[config.mk]
export PLATFORM = sky130hd
export DESIGN_NAME = mem_port_arbiter
export DESIGN_NICKNAME = d
export VERILOG_FILES = /design/src/rtl/mem_port_arbiter.sv
export SDC_FILE = /design/constraint.sdc
export NUM_CORES = 1
export LEC_CHECK = 0
export BUFFER_PORTS_ARGS = -buffer_cell sky130_fd_sc_hd__buf_2
export CELL_PAD_IN_SITES_DETAIL_PLACEMENT = 1
export CELL_PAD_IN_SITES_GLOBAL_PLACEMENT = 1
export CORE_AREA = 4 4 144 146
export DETAILED_ROUTE_END_ITERATION = 12
export DIE_AREA = 0 0 148 150
export HOLD_SLACK_MARGIN = 0.15
export PLACE_DENSITY = 0.7
export SYNTH_ARGS = -nofsm -noshare
export SYNTH_HDL_FRONTEND = slang
export SYNTH_SLANG_ARGS = --single-unit
[constraint.sdc]
create_clock -name clk -period 2.2 [get_ports clk]
set_input_delay 0.44 -clock clk [delete_from_list [all_inputs] [get_ports clk]]
set_output_delay 0.44 -clock clk [all_outputs]
set_load 0.005 [all_outputs]
[src/rtl/mem_port_arbiter.sv]
`default_nettype none
// ============================================================================
// Module      : mem_port_arbiter
// Description : Shares one single-port synchronous RAM between the fetch port
//               and the data port. Data accesses with address bit 31 set are
//               steered to a separate IO port. Data normally has priority, but
//               a starvation counter forces a fetch grant after STARVE_LIMIT
//               consecutive data wins.
// Revision    : 1.0 - initial release
// ============================================================================
module mem_port_arbiter #(
    parameter int          STARVE_LIMIT = 4,
    parameter logic [31:0] IO_NOP       = 32'h00000013
) (
    input  logic        clk,
    input  logic        reset,
    // Fetch port
    input  logic        i_req,
    input  logic [31:0] i_addr,
    output logic        i_gnt,
    output logic        i_rvalid,
    output logic [31:0] i_rdata,
    output logic        i_err,
    // Data port
    input  logic        d_req,
    input  logic [3:0]  d_we,
    input  logic [31:0] d_addr,
    input  logic [31:0] d_wdata,
    output logic        d_gnt,
    output logic        d_rvalid,
    output logic [31:0] d_rdata,
    // RAM port
    output logic        mem_en,
    output logic [3:0]  mem_we,
    output logic [31:0] mem_addr,
    output logic [31:0] mem_wdata,
    input  logic [31:0] mem_rdata,
    // IO port
    output logic        io_en,
    output logic [3:0]  io_we,
    output logic [31:0] io_addr,
    output logic [31:0] io_wdata,
    input  logic [31:0] io_rdata
);

    localparam logic [3:0] c_limit = 4'(STARVE_LIMIT);

    // Response source encoding
    localparam logic [2:0] c_src_none     = 3'd0;
    localparam logic [2:0] c_src_i_mem    = 3'd1;
    localparam logic [2:0] c_src_i_err    = 3'd2;
    localparam logic [2:0] c_src_d_mem_rd = 3'd3;
    localparam logic [2:0] c_src_d_io_rd  = 3'd4;
    localparam logic [2:0] c_src_d_wr     = 3'd5;

    logic [3:0] r_streak;
    logic [2:0] r_src;
    logic [2:0] w_src_next;
    logic       w_i_gnt;
    logic       w_d_gnt;

    // Grant: data wins unless fetch has been starved for STARVE_LIMIT wins;
    // gating with reset keeps every grant low while reset is asserted.
    always_comb begin
        w_d_gnt = reset & d_req & ~(i_req & (r_streak == c_limit));
        w_i_gnt = reset & i_req & ~w_d_gnt;
    end

    assign i_gnt = w_i_gnt;
    assign d_gnt = w_d_gnt;

    // Route the granted request to the RAM or IO port; idle ports read as 0
    always_comb begin
        mem_en    = 1'b0;
        mem_we    = 4'd0;
        mem_addr  = 32'd0;
        mem_wdata = 32'd0;
        io_en     = 1'b0;
        io_we     = 4'd0;
        io_addr   = 32'd0;
        io_wdata  = 32'd0;
        if (w_i_gnt && !i_addr[31]) begin
            mem_en   = 1'b1;
            mem_addr = i_addr;
        end else if (w_d_gnt) begin
            if (d_addr[31]) begin
                io_en    = 1'b1;
                io_we    = d_we;
                io_addr  = d_addr;
                io_wdata = d_wdata;
            end else begin
                mem_en    = 1'b1;
                mem_we    = d_we;
                mem_addr  = d_addr;
                mem_wdata = d_wdata;
            end
        end
    end

    // Classify the granted access so next cycle knows where its data comes from
    always_comb begin
        w_src_next = c_src_none;
        if (w_i_gnt) begin
            w_src_next = i_addr[31] ? c_src_i_err : c_src_i_mem;
        end else if (w_d_gnt) begin
            if (d_we != 4'd0) begin
                w_src_next = c_src_d_wr;
            end else begin
                w_src_next = d_addr[31] ? c_src_d_io_rd : c_src_d_mem_rd;
            end
        end
    end

    // Response source and starvation streak registers
    always_ff @(posedge clk or negedge reset) begin
        if (!reset) begin
            r_src    <= c_src_none;
            r_streak <= 4'd0;
        end else begin
            r_src <= w_src_next;
            if (w_i_gnt || !i_req) begin
                r_streak <= 4'd0;
            end else if (w_d_gnt && r_streak != c_limit) begin
                r_streak <= r_streak + 4'd1;
            end
        end
    end

    // Drive responses from the registered source, one cycle after grant
    always_comb begin
        i_rvalid = 1'b0;
        i_rdata  = 32'd0;
        i_err    = 1'b0;
        d_rvalid = 1'b0;
        d_rdata  = 32'd0;
        case (r_src)
            c_src_i_mem: begin
                i_rvalid = 1'b1;
                i_rdata  = mem_rdata;
            end
            c_src_i_err: begin
                i_rvalid = 1'b1;
                i_err    = 1'b1;
                i_rdata  = IO_NOP;
            end
            c_src_d_mem_rd: begin
                d_rvalid = 1'b1;
                d_rdata  = mem_rdata;
            end
            c_src_d_io_rd: begin
                d_rvalid = 1'b1;
                d_rdata  = io_rdata;
            end
            c_src_d_wr: begin
                d_rvalid = 1'b1;
            end
            default: begin
                i_rvalid = 1'b0;
            end
        endcase
    end

endmodule
`default_nettype wire

After elaboration in Yosys (flattened, before gate mapping):

Cells that the tools add are included.
Widths: inputs -> output; s select.

* input bits: 168
* output and inout bits: 207
* word-level logic and storage cells: 62
* bits in registers: 7

* eq/ne operators: 7
* $add $sub $neg: 1
* bitwise operators: 7
* reduce and logical (&&, ||, !) cells: 9
* muxes and demuxes: 36

Operators with widths (count)
* $mux 32: 10
* $pmux 32 s2: 2
* $mux 31: 2
* $mux 4: 8
* $mux 3: 4
* $mux 1: 9
* $eq 3x2->1 const B: 2
* $eq 3x3->1 const B: 2
* $and 1x1->1: 5
* $add 4x1->4 const B: 1
* $eq 4x3->1 const B: 1
* $ne 4x3->1 const B: 1
* $reduce_bool 4->1: 1
* $eq 3x1->1 const B: 1
* $reduce_or 3->1: 1
* $logic_and 1x1->1: 2
* $logic_not 1->1: 2
* $mux 2: 1
* $not 1->1: 2
* $reduce_bool 2->1: 1
* $reduce_or 2->1: 1
* $logic_or 1x1->1: 1

Logic depth before layout (Yosys ltp):

* word-level depth: 8
* gate-level depth with buffers: 8
* gate-level depth less buffers: 7

Worst setup path after synthesis:

No wires, ideal clock.

* path kind: reg-to-output
* from: reg r_streak[0]
* to: out mem_addr[10]
* cell stages (with the launch flop): 8
* buffers on the path: 1
* required time: 1.760 ns
* path slack: 0.257 ns
* arrival time: 1.503 ns
* path through: dfrtp_1 inv_1 ha_1 nor2b_2 nand2_1 a211oi_4 buf_6 a22o_1

* longest elaborated chain between the ends: 8
* elaborated cells between the ends (all ways): 9
* those cells by class: eq/ne: 1; mux: 2; bitwise: 5; reduce/logical: 1

RTL lines
* start, declared: RTL line 56 `logic [3:0] r_streak;`
* start signal, assigned: RTL line 124 `r_streak <= r_streak + 4'd1;`
* $eq 4x3->1 (*): RTL line 65 `w_d_gnt = reset & d_req & ~(i_req & (r_streak == c_limit));`
* $and 1x1->1 (*): RTL line 65
* $not 1->1 (*): RTL line 65
* $and 1x1->1 (*): RTL line 65
* $not 1->1: RTL line 66 `w_i_gnt = reset & i_req & ~w_d_gnt;`
* $and 1x1->1: RTL line 66
* $logic_and 1x1->1: RTL line 82 `if (w_i_gnt && !i_addr[31]) begin`
* $mux 32 (*): RTL line 82
* end, declared: RTL line 35 `output logic [31:0] mem_addr,`

Mark *: on every way between the ends. The rest lies on a longest branch, timed or not.

Worst setup path after layout:

* from: reg r_streak[1]
* to: out io_addr[17]

* longest elaborated chain between the ends: 8
* elaborated cells between the ends (all ways): 9
* those cells by class: eq/ne: 1; mux: 2; bitwise: 5; reduce/logical: 1

RTL lines
* $eq 4x3->1 (*): RTL line 65
* $and 1x1->1 (*): RTL line 65
* $not 1->1 (*): RTL line 65
* $and 1x1->1 (*): RTL line 65
* $not 1->1: RTL line 66
* $and 1x1->1: RTL line 66
* $logic_and 1x1->1: RTL line 82
* $mux 32 (*): RTL line 82
* end, declared: RTL line 41 `output logic [31:0] io_addr,`

Marks and branches as above.

==> flow_summary.toml <==
[sta]
setup_repair_after_global_routing_missed_its_margin = "yes"
hold_viol_final = 0
timing.fmax_mhz = 416
clock-skew-final_ps = 1.76
layout_worst_path_cycle_share = 1.09
worstMarginPinSlew_ps = 510
report.final.slew_viol_count = 0
period_minus_slack_ps = 2400
timing.slew.headroom = 0.657
setup_slack_of_the_critical_path_after_layout_ps = -203
report.final.setup_viol = 134

[placement]
routability_congestion_estimate_from_global_placement = 0.802
postPlaceCellArea_sq_um = 4370
placed_cells = 909
placement.setup.worst_slack_ps = -139
detailed_place_hpwl_mm = 15.3
port_buffers = 373

[power_and_ir_drop]
combinational_share_of_power = 0.668
power.share.switching = 0.353
clock_power_share = 0.229
power.density_nw_per_um2 = 223
share_of_power_burned_in_registers = 0.103
p_leak_nw = 3.42
internal_power_w = 0.000876
vdd.ir_drop.worst_uv = 170
p_sw_w = 0.000478

[critical_path]
cp.buffers_inverters = 6
arrival_ps = 1960
critPathMaxFanout = 7
path_common_cell = "sky130_fd_sc_hd__buf_12"
worst_path_required_ps = 1760
worst_setup_path_start_kind = "flip-flop"
crit_type = "flip-flop to primary output"
worstRegToRegCells = 11
path_depth = 10
crit_family = "buffers and inverters"
crit_path_cell_trace = "inv_2 -> ha_4 -> nand4b_1 -> nand3_4 -> buf_12 -> buf_12 -> inv_16 -> clkbuf_16 -> and3_1 -> buf_2"
crit_path_max_incr_delay_ps = 380
slowest_stage_cell_cp = "sky130_fd_sc_hd__dfrtp_1"
endpoint_kind = "primary output"

[clocking]
deepest_clock_path_buffer_count = 2
cts_made_buffers = 3
cts.sink_count = 7
clock_tree.root_cell = "sky130_fd_sc_hd__clkbuf_16"
clk_latency_ps = 230
clk_pin_slew_worst_paths_ps = 40
tritoncts = "done"
ctsHoldBuffers = 0
cts_h_tree_depth = 1

[floorplanning]
coreArea_sq_um = 19400
design.die.area_sq_um = 22200
placement_rows = 51
top_level_ports = 375
die_x_um = 148
initial_core_util = 0.111
die_y_um = 150

[global_routing]
grt_pass1_vias = 4405
grt_max_degree = 69
antenna_found_initial = 7
track_usage = 0.158
grt_remaining_overflow = 0
grt_pass1_wl_mm = 27.0

[finish]
syn_to_final_growth_pct = 183
layout.cell_area.non_filler_sq_um = 6080
utilization = 0.313
finalNetCount = 863
n_fill_cell = 2374
drive_gt1_frac = 0.767
layoutNonFillerInstCount = 960

[synth]
synth.top_cells.by_area = "sky130_fd_sc_hd__and3_1 (30%), sky130_fd_sc_hd__a22o_1 (26%), sky130_fd_sc_hd__and2_1 (8.8%), sky130_fd_sc_hd__dfrtp_1 (8.2%), sky130_fd_sc_hd__buf_6 (4.7%)"
post_synthesis_sequential_area_ratio = 0.0817
synthDistinctLibCells = 41
total_of_warnings_raised_by_yosys = 0
yosys-top-cells-count = "sky130_fd_sc_hd__and3_1 (104), sky130_fd_sc_hd__a22o_1 (64), sky130_fd_sc_hd__and2_1 (30)"
synth_cells = 287
syn-cell-area_sq_um = 2140
share_of_synthesized_registers_carrying_an_async_set_or_reset = 1.00
synth_largest_type_area_fraction = 0.303
yosys_register_bits = 7
yosys.cell_count.top_type = "sky130_fd_sc_hd__and3_1"
synth_enable_flop_cells = 0
synthFlopType = "sky130_fd_sc_hd__dfrtp_1"
syn_nets = 457
yosysTopAreaCell = "sky130_fd_sc_hd__and3_1"
synth.avg_cell_area_sq_um = 7.47

[drt]
drc = 0
drt-initial-drc-count = 227
route.detailed.vias_per_inst = 4.44
finalWirelength_mm = 21.6
ant_nets = 0
drt_pre_antenna_iters = 4
avgRoutedWirePerCell_um = 22.5
num_vias = 4261

[run]
max_cap_violations = 0

[run_status]
result_of_the_run = "finished with violations"
violated_checks = "negative setup slack"

[worst_hold_path]
worst_hold_path_type = "primary input to asynchronous set/reset pin"
## registers in the layout, indices dropped and copies added (netlist names)
register and count:
r_streak 4, r_src 3
## power by group through the flow
| stage | combinational [W] | sequential [W] | clock [W] |
|---|---|---|---|
| 3_5_place_dp | 0.000633 | 0.000141 | 0 |
| 5_1_grt | 0.000968 | 0.000140 | 0.000326 |
| 3_3_place_gp | 0.000623 | 0.000141 | 0 |
| 6_report | 0.000905 | 0.000140 | 0.000310 |
| 2_1_floorplan | 0.000231 | 0.000139 | 0 |
| 4_1_cts | 0.000743 | 0.000140 | 0.000317 |
## worst reg2reg max path, stage by stage, from the launching register on
cell	delay, ps
sky130_fd_sc_hd__dfrtp_1	380
sky130_fd_sc_hd__inv_2	90
sky130_fd_sc_hd__ha_4	130
sky130_fd_sc_hd__nand4b_1	140
sky130_fd_sc_hd__nand3_4	170
sky130_fd_sc_hd__buf_12	160
sky130_fd_sc_hd__buf_12	130
sky130_fd_sc_hd__inv_16	50
sky130_fd_sc_hd__buf_8	130
sky130_fd_sc_hd__buf_4	130
sky130_fd_sc_hd__and3_1	150
sky130_fd_sc_hd__o31a_1	230
## worst paths after layout
kind | startpoint | slack [ps] | endpoint
worst max-delay path | r_streak[1] | -200 | io_addr[17]
worst min-delay path | reset | 200 | r_streak[1]
worst max register to register | r_streak[1] | 200 | r_streak[3]
worst min register to register | r_streak[2] | 700 | r_streak[2]
max in group asynchronous | reset | 1850 | r_src[0]
min in group clk | i_addr[31] | 490 | r_src[1]
## cell usage in the layout, fill, tap and decap left out, types with 4 or more instances in the layout
| cell type | instances |
|---|---|
| sky130_fd_sc_hd__a21o_1 | 4 |
| sky130_fd_sc_hd__a22o_1 | 64 |
| sky130_fd_sc_hd__and2_1 | 30 |
| sky130_fd_sc_hd__and3_1 | 33 |
| sky130_fd_sc_hd__and3_4 | 71 |
| sky130_fd_sc_hd__buf_12 | 17 |
| sky130_fd_sc_hd__buf_16 | 7 |
| sky130_fd_sc_hd__buf_2 | 308 |
| sky130_fd_sc_hd__buf_4 | 23 |
| sky130_fd_sc_hd__buf_6 | 68 |
| sky130_fd_sc_hd__buf_8 | 6 |
| sky130_fd_sc_hd__clkbuf_16 | 10 |
| sky130_fd_sc_hd__dfrtp_1 | 7 |
## repair_timing
item | CTS | global route
gates resized for setup | 35 | 151
buffers inserted | 12 | 14
endpoints found under the setup margin | 128 | 136
gates cloned | 10 | 10
pin swaps | 5 | 25
## metrics by stage
step / hold WS (ps) / power (W) / setup TNS [ps]
after CTS: 180 / 0.00120 / -8050
after detailed placement: 423 / 0.000774 / -3590
after global routing: 208 / 0.00143 / -24300
after global placement: 418 / 0.000764 / -855
final: 195 / 0.00135 / -16860
after floorplan: 144 / 0.000371 / 0
## routing by layer
| metal | up-vias | track usage | routed length [um] |
|---|---|---|---|
| li1 | 1910 | - | - |
| met1 | 2048 | 0.175 | 7630 |
| met2 | 273 | 0.297 | 11400 |
| met3 | 24 | 0.0463 | 2200 |
| met4 | 6 | 0.0356 | 255 |
| met5 | - | 0 | 41 |
## logic make-up after synthesis
logic type | count (synthesis) | synth area share
other cells | 1 | 0.00175
flops | 7 | 0.0817
compound gates | 76 | 0.306
fa+ha+maj | 2 | 0.0117
buf+inv | 44 | 0.121
simple gates | 156 | 0.474
mux | 1 | 0.00467
## area by class of cell
| cell class | instances | area (sq um) | area share |
|---|---|---|---|
| Antenna cell | 3 | 7.51 | 0.00124 |
| Clock buffer | 4 | 78.8 | 0.0130 |
| Inverter | 5 | 45.0 | 0.00741 |
| Multi-Input combinational cell | 237 | 2120 | 0.349 |
| Sequential cell | 7 | 175 | 0.0288 |
| Tap cell | 265 | 332 | 0.0546 |
| Timing Repair Buffer | 436 | 3280 | 0.540 |
| Timing Repair inverter | 3 | 40.0 | 0.00659 |
No activity file was read; power rests on OpenSTA's default activity.
